[config.mk]
export PLATFORM = sky130hd
export DESIGN_NAME = mem_port_arbiter
export DESIGN_NICKNAME = d
export VERILOG_FILES = /design/src/rtl/mem_arb_pkg.sv /design/src/rtl/mem_arb_starve_cnt.sv /design/src/rtl/mem_port_arbiter.sv
export SDC_FILE = /design/constraint.sdc
export NUM_CORES = 1
export LEC_CHECK = 0
export ABC_AREA = 1
export CAP_MARGIN = 20
export CORE_ASPECT_RATIO = 1.1
export CORE_MARGIN = 4
export CORE_UTILIZATION = 34
export DETAILED_ROUTE_END_ITERATION = 8
export PLACE_DENSITY = 0.81
export SYNTH_ARGS = -nofsm -noshare
export SYNTH_HDL_FRONTEND = slang
export SYNTH_SLANG_ARGS = --single-unit
[constraint.sdc]
create_clock -name clk -period 1.69 [get_ports clk]
set_input_delay 0.338 -clock clk [delete_from_list [all_inputs] [get_ports clk]]
set_output_delay 0.338 -clock clk [all_outputs]
set_load 0.02 [all_outputs]
[src/rtl/mem_arb_pkg.sv]
// Shared types and constants for the single-port memory arbiter.
package mem_arb_pkg;

    typedef enum logic [1:0] {
        IDLE  = 2'd0,
        REQ   = 2'd1,
        RESP  = 2'd2,
        DRAIN = 2'd3
    } arb_state_e;

    localparam logic OWN_INST = 1'b0;
    localparam logic OWN_DATA = 1'b1;

    localparam int STARVE_CNT_W = 3;

endpackage

[src/rtl/mem_arb_starve_cnt.sv]
// Saturating count of data grants made while fetch is waiting.
module mem_arb_starve_cnt
    import mem_arb_pkg::*;
#(
    parameter int LIMIT = 4
) (
    input  logic clk,
    input  logic reset,
    input  logic inc_i,
    input  logic clr_i,
    output logic at_limit_o
);

    localparam logic [STARVE_CNT_W-1:0] LIMIT_V = STARVE_CNT_W'(LIMIT);

    logic [STARVE_CNT_W-1:0] cnt_q, cnt_d;

    // Clear wins over increment; the count holds once it reaches the limit.
    always_comb begin
        cnt_d = cnt_q;
        if (clr_i) begin
            cnt_d = '0;
        end else if (inc_i && (cnt_q != LIMIT_V)) begin
            cnt_d = cnt_q + STARVE_CNT_W'(1);
        end
    end

    always_ff @(posedge clk or negedge reset) begin
        if (!reset) begin
            cnt_q <= '0;
        end else begin
            cnt_q <= cnt_d;
        end
    end

    assign at_limit_o = (cnt_q == LIMIT_V);

endmodule

[src/rtl/mem_port_arbiter.sv]
// One-outstanding arbiter sharing the core memory port between fetch and data,
// with data priority, fetch anti-starvation and flush-safe draining.
module mem_port_arbiter
    import mem_arb_pkg::*;
#(
    parameter int ADDR_W       = 32,
    parameter int DATA_W       = 32,
    parameter int STARVE_LIMIT = 4
) (
    input  logic                clk,
    input  logic                reset,
    input  logic                flush,
    input  logic                i_en,
    input  logic [ADDR_W-1:0]   i_addr,
    output logic [DATA_W-1:0]   i_rdata,
    output logic                i_rdata_valid,
    input  logic                d_en,
    input  logic                d_we,
    input  logic [ADDR_W-1:0]   d_addr,
    input  logic [DATA_W/8-1:0] d_wmask,
    input  logic [DATA_W-1:0]   d_wdata,
    output logic [DATA_W-1:0]   d_rdata,
    output logic                d_rdata_valid,
    output logic                d_write_finish,
    output logic                mem_req,
    output logic                mem_we,
    output logic [ADDR_W-1:0]   mem_addr,
    output logic [DATA_W/8-1:0] mem_wmask,
    output logic [DATA_W-1:0]   mem_wdata,
    input  logic                mem_req_ready,
    input  logic                mem_resp_valid,
    input  logic [DATA_W-1:0]   mem_rdata
);

    arb_state_e state_q, state_d;

    logic                owner_q;
    logic                we_q;
    logic [ADDR_W-1:0]   addr_q;
    logic [DATA_W/8-1:0] wmask_q;
    logic [DATA_W-1:0]   wdata_q;

    logic grant;
    logic grant_inst;
    logic done;
    logic at_limit;

    always_comb begin
        state_d    = state_q;
        grant      = 1'b0;
        grant_inst = 1'b0;
        done       = 1'b0;
        case (state_q)
            IDLE: begin
                if (!flush && (i_en || d_en)) begin
                    grant      = 1'b1;
                    grant_inst = i_en && (!d_en || at_limit);
                    state_d    = REQ;
                end
            end
            REQ: begin
                // An accepted request always gets a response, so a flush
                // racing the handshake must still drain it.
                if (mem_req_ready) begin
                    state_d = flush ? DRAIN : RESP;
                end else if (flush) begin
                    state_d = IDLE;
                end
            end
            RESP: begin
                if (mem_resp_valid) begin
                    done    = !flush;
                    state_d = IDLE;
                end else if (flush) begin
                    state_d = DRAIN;
                end
            end
            DRAIN: begin
                if (mem_resp_valid) begin
                    state_d = IDLE;
                end
            end
            default: state_d = IDLE;
        endcase
    end

    always_ff @(posedge clk or negedge reset) begin
        if (!reset) begin
            state_q <= IDLE;
        end else begin
            state_q <= state_d;
        end
    end

    // Request is captured at grant so requester changes afterwards are ignored.
    always_ff @(posedge clk or negedge reset) begin
        if (!reset) begin
            owner_q <= OWN_INST;
            we_q    <= 1'b0;
            addr_q  <= '0;
            wmask_q <= '0;
            wdata_q <= '0;
        end else if (grant) begin
            owner_q <= grant_inst ? OWN_INST : OWN_DATA;
            we_q    <= grant_inst ? 1'b0 : d_we;
            addr_q  <= grant_inst ? i_addr : d_addr;
            wmask_q <= grant_inst ? '0 : d_wmask;
            wdata_q <= grant_inst ? '0 : d_wdata;
        end
    end

    mem_arb_starve_cnt #(
        .LIMIT(STARVE_LIMIT)
    ) u_starve (
        .clk       (clk),
        .reset     (reset),
        .inc_i     (grant && !grant_inst && i_en),
        .clr_i     (flush || (grant && grant_inst)),
        .at_limit_o(at_limit)
    );

    assign mem_req   = (state_q == REQ);
    assign mem_we    = we_q;
    assign mem_addr  = addr_q;
    assign mem_wmask = wmask_q;
    assign mem_wdata = wdata_q;

    assign i_rdata        = mem_rdata;
    assign d_rdata        = mem_rdata;
    assign i_rdata_valid  = done && (owner_q == OWN_INST);
    assign d_rdata_valid  = done && (owner_q == OWN_DATA) && !we_q;
    assign d_write_finish = done && (owner_q == OWN_DATA) && we_q;

endmodule

Yosys cells after proc, flatten, opt, wreduce, memory -nomap -nowiden
Cells that the tools add are included.
{ "totals": {"elab_cells": 59, "in_bits": 140, "reg_bits": 75, "output_inout_bits": 137} }
{ "op_classes": {"bitwise_logic": 1, "addsub": 1, "n_reduce_logical": 20, "n_mux": 21, "eq_ne": 9} }
{ "op_table": {"columns": ["cell", "count"], "rows": [
  ["32-bit 2-to-1 mux", 2],
  ["2-bit 2-to-1 mux", 6],
  ["1-bit logical AND", 10],
  ["1-bit 2-to-1 mux", 9],
  ["2-bit case mux with 4 select lines", 1],
  ["3-bit 2-to-1 mux", 2],
  ["3-bit inequality test, second input constant", 2],
  ["2-bit == test, second input constant", 2],
  ["1-bit zero test", 4],
  ["4-bit 2-to-1 mux", 1],
  ["2-bit inequality test, second input constant", 2],
  ["4-bit AND reduction", 1],
  ["3-bit by 1-bit adder with 3-bit output, second input constant", 1],
  ["3-bit == test, second input constant", 1],
  ["1-bit logical OR", 3],
  ["3-bit by 2-bit inequality test with 1-bit output, second input constant", 1],
  ["2-bit by 1-bit == test with 1-bit output, second input constant", 1],
  ["2-bit zero test", 1],
  ["2-bit nonzero test", 1],
  ["1-bit inverter", 1]
]} }

Longest topological paths before layout
{ "logic_depth": {"depth_word": 11, "mapped_depth": 11, "ltp_nobuf": 9} }

Cells and area by module
A second synthesis with hierarchy kept.
{ "unflattened": {"hier_cells": 469, "area_unflattened_um2": 3842.4} }
{ "by_module_without_submodules": {"columns": ["module", "area_per_inst_um2", "cells_each", "seq_area_each_um2", "n_inst"], "rows": [
  ["mem_port_arbiter", 3657.3, 444, 1801.7, 1],
  ["mem_arb_starve_cnt", 185.2, 25, 75.1, 1]
]} }

Worst setup path after synthesis
Ideal clock, no wire load.
{ "synth_timing": {"kind": "reg-to-reg", "start": "register u_starve.cnt_q[0]", "end": "register wdata_q[10] (netlist: mem_wdata[10])", "arrival_time_ns": 1.346, "stages_incl_launch_ff": 12, "synth_period_minus_slack_ns": 1.411, "setup_slack_ns": 0.279, "required_ns": 1.625, "setup_time_ns": 0.065, "path_buffers": 2, "cell_sequence": "dfrtp_1 inv_1 ha_1 nand2_1 nand2_1 nand2_1 clkinv_1 nor2_4 buf_6 buf_6 nand2_1 nand2_1"} }
{ "synth_via": {"elab_chain_len": 6} }
{ "synth_lines": {"columns": ["item", "line", "text"], "rows": [
  ["start: declaration", "mem_arb_starve_cnt.sv:16", "logic [STARVE_CNT_W-1:0] cnt_q, cnt_d;"],
  ["start signal: assignment", "mem_arb_starve_cnt.sv:32", "cnt_q <= cnt_d;"],
  ["3-bit == test", "mem_arb_starve_cnt.sv:36", "assign at_limit_o = (cnt_q == LIMIT_V);"],
  ["1-bit logical OR", "mem_port_arbiter.sv:57", "grant_inst = i_en && (!d_en || at_limit);"],
  ["1-bit logical AND", "mem_port_arbiter.sv:57", null],
  ["1-bit 2-to-1 mux", "mem_port_arbiter.sv:55", "if (!flush && (i_en || d_en)) begin"],
  ["1-bit 2-to-1 mux", "mem_port_arbiter.sv:53", "case (state_q)"],
  ["32-bit 2-to-1 mux", "mem_port_arbiter.sv:108", "wdata_q <= grant_inst ? '0 : d_wdata;"],
  ["end signal: assignment", "mem_port_arbiter.sv:108", null],
  ["end: declaration", "mem_port_arbiter.sv:41", "logic [DATA_W-1:0] wdata_q;"]
]} }
No other way between the ends.
A chain may end at the register's enable or synchronous reset.

Worst setup path after layout
{ "layout_timing": {"start": "register wdata_q[0] (netlist: mem_wdata[0])", "end": "output mem_wdata[0]"} }
{ "layout_lines": {"columns": ["item", "line", "text"], "rows": [
  ["end: declaration", "mem_port_arbiter.sv:29", "output logic [DATA_W-1:0] mem_wdata,"]
]} }
No word-level cell between the ends.

==> flow_metrics.env <==
export IMPL_path_clk_slew_ns=0.06
export IMPL_antenna_found_initial=0
export IMPL_port_buffers=180
export IMPL_cp_num_cells=1
export IMPL_p_total_w=0.00959
export IMPL_synth_cell_area_sq_um=3680
export IMPL_crit_fanout=2
export IMPL_clock_skew_ns=0.00426
export IMPL_peakVddDrop_mv=0.986
export IMPL_max_stage_delay_ns=0.62
export IMPL_core_region_area_sq_um=10500
export IMPL_slew_viol_final=0
export IMPL_synth_seq_cells=75
export IMPL_initialDrtViolationCount=166
export IMPL_ff2ff_path_depth=11
export IMPL_place_area_sq_um=5260
export IMPL_dp_hpwl_um=8110
export IMPL_grt_usage_pct=17.0
export IMPL_mostFrequentLayoutCells="nand2_1 (231), clkdlybuf4s50_1 (166), dfrtp_1 (75)"
export IMPL_cts_buffer_depth=2
export IMPL_period_minus_slack_ns=1.65
export IMPL_finalSetupTns_ns=0
export IMPL_cpMaxStageDelayCell="clkdlybuf4s50_1"
export IMPL_layout_drive_gt1_share_pct=8.72
export IMPL_layout_commonest_cell="nand2_1"
export IMPL_hold_viol_final=0
export IMPL_post_route_period_util_pct=97.8
export IMPL_crit_buf_inv=1
export IMPL_min_path_type="in -> async"
export IMPL_vias=3435
export IMPL_start_kind="flip-flop"
export IMPL_crit_path_cell_trace="clkdlybuf4s50_1"
export IMPL_arrival_ns=1.31
export IMPL_cts_made_buffers=9
export IMPL_endpoint_kind="output port"
export IMPL_leakage_nw=2.79
export IMPL_wl_um=11200
export IMPL_grt_pass1_wl_um=16800
export IMPL_firstDrtPassIters=5
export IMPL_die_w_um=107
export IMPL_die_y_um=117
export IMPL_critPathTopFamily="buffers and inverters"
export IMPL_fin_nets=734
export IMPL_diodes=0
export IMPL_rsz0062_at_grt="yes"
export IMPL_grt_overflow=0
export IMPL_crit_required_ns=1.35
export IMPL_dp_cells=716
export IMPL_grt_max_degree=50
export IMPL_die_area_sq_um=12600
export IMPL_start_util_pct=35.1
export IMPL_max_freq_mhz=605
export IMPL_synth_cells=457
export IMPL_slew_headroom_pct=71.8
export IMPL_area_delta_synth_final_pct=54.2
export IMPL_root_buffer="clkbuf_16"
export IMPL_worst_pin_slew_ns=0.423
export IMPL_insertion_delay_ns=0.32
export IMPL_num_io_pins=277
export IMPL_stdcell_area_sq_um=5670
export IMPL_num_fill_cells=926
export IMPL_wl_per_cell_um=15.1
export IMPL_drc=0
export IMPL_htree_num_levels=3
export IMPL_maxCapViolCount=0
export IMPL_vias_per_cell=4.65
export IMPL_syn_nets=599
export IMPL_ys_types=20
export IMPL_antenna_left=0
export IMPL_yosys_warnings=0
export IMPL_gp_congestion=0.803
export IMPL_clock_sinks=75
export IMPL_setup_viol=0
export IMPL_final_cells=739
export IMPL_postSynthAreaPerCell_sq_um=8.05
export IMPL_grt_pass1_vias=3469
export IMPL_yosysSeqAreaShare_pct=51.0
export IMPL_rows=39
export IMPL_power_density_nw_per_um2=1690
export IMPL_crit_type="reg -> out"
export IMPL_outcome="complete, no violations"
export IMPL_cts_tree="yes"
[metrics by stage]
step,worst slack (ns),util [%],hold WS (ns)
finish,0.0372,54.1,0.358
global route,-0.0319,54.1,0.360
CTS,0.0137,53.0,0.341
detailed placement,-0.417,50.2,0.153
global placement,-0.392,50.2,0.155
floorplan,0.279,-,0.0424
[synth_stat cells (all sizes together)]
library cell / instances / share of area (%)
o21ai: 3 / 0.41
buf: 76 / 15
o21a: 1 / 0.20
nand2: 231 / 24
clkinv: 1 / 0.10
nand4: 2 / 0.34
a21oi: 2 / 0.27
inv: 11 / 1.1
clkbuf: 5 / 0.51
ha: 2 / 0.68
nand3: 37 / 5.2
dfrtp: 75 / 51
nor2: 10 / 1.4
xor2: 1 / 0.24
[layer usage]
layer / global-route usage [%] / share of wire [%] / up-vias
li1: - / - / 1610
met1: 19.5 / 38 / 1596
met2: 29.0 / 50 / 184
met3: 4.22 / 8.0 / 45
met4: 9.89 / 3.6 / 0
met5: 0 / 0 / -
[final cells by class]
| cell class | instances | area (sq um) | share of cell area (%) |
|---|---|---|---|
| clock buffers | 10 | 229 | 4.04 |
| clock inverters | 5 | 78.8 | 1.39 |
| inverters | 12 | 45.0 | 0.794 |
| multi-input cells | 289 | 1190 | 21.0 |
| flip-flops and latches | 75 | 1880 | 33.1 |
| well taps | 143 | 179 | 3.15 |
| repair buffers | 205 | 2070 | 36.5 |
[state kept, by name, indices dropped and copies added (netlist names)]
name            count
owner_q             1
mem_we              1
u_starve.cnt_q      3
mem_wmask           4
mem_wdata          32
state_q             2
mem_addr           32
[report_power, final]
| group | leakage, nW | internal [W] | total, W | switching [W] |
|---|---|---|---|---|
| logic | 1.69 | 0.00213 | 0.00451 | 0.00238 |
| registers | 0.947 | 0.00261 | 0.00307 | 0.000464 |
| clock network | 0.152 | 0.00128 | 0.00200 | 0.000720 |
[what timing repair did]
| action | in CTS | in global routing |
|---|---|---|
| setup endpoints to repair | 7 | 76 |
| hold buffers | 1 | 0 |
| resized for setup | 18 | 13 |
| hold endpoints to repair | 4 | 0 |
| setup buffers | 0 | 5 |
| pin swaps | 0 | 1 |
| cloned | 0 | 2 |
[logic make-up (layout without fill, tap and decap cells)]
| family | after synthesis | in the layout | synth area share [%] |
|---|---|---|---|
| adder cells (fa/ha/maj) | 2 | 2 | 0.680 |
| AND/OR/NAND/NOR | 280 | 280 | 30.4 |
| flip-flops | 75 | 75 | 51.0 |
| buffers and inverters | 93 | 232 | 16.8 |
| AO/OA/AOI/OAI | 6 | 6 | 0.884 |
| XOR/XNOR | 1 | 1 | 0.238 |
[path summary, 6_finish.rpt]
check / startpoint / end / slack, ns
setup / recovery: mem_wdata[0]$_DFFE_PN0N_ / mem_wdata[0] / 0.04
hold / removal: reset / mem_wdata[26]$_DFFE_PN0N_ / 0.36
setup reg to reg: u_starve.cnt_q[0]$_DFFE_PN0P_ / mem_wdata[0]$_DFFE_PN0N_ / 0.07
hold reg to reg: mem_wdata[25]$_DFFE_PN0N_ / mem_wdata[25]$_DFFE_PN0N_ / 0.48
max in group asynchronous: reset / mem_addr[3]$_DFFE_PN0N_ / 0.84
min in group clk: mem_wdata[25]$_DFFE_PN0N_ / mem_wdata[25]$_DFFE_PN0N_ / 0.48
(Power assumes the default switching activity.)
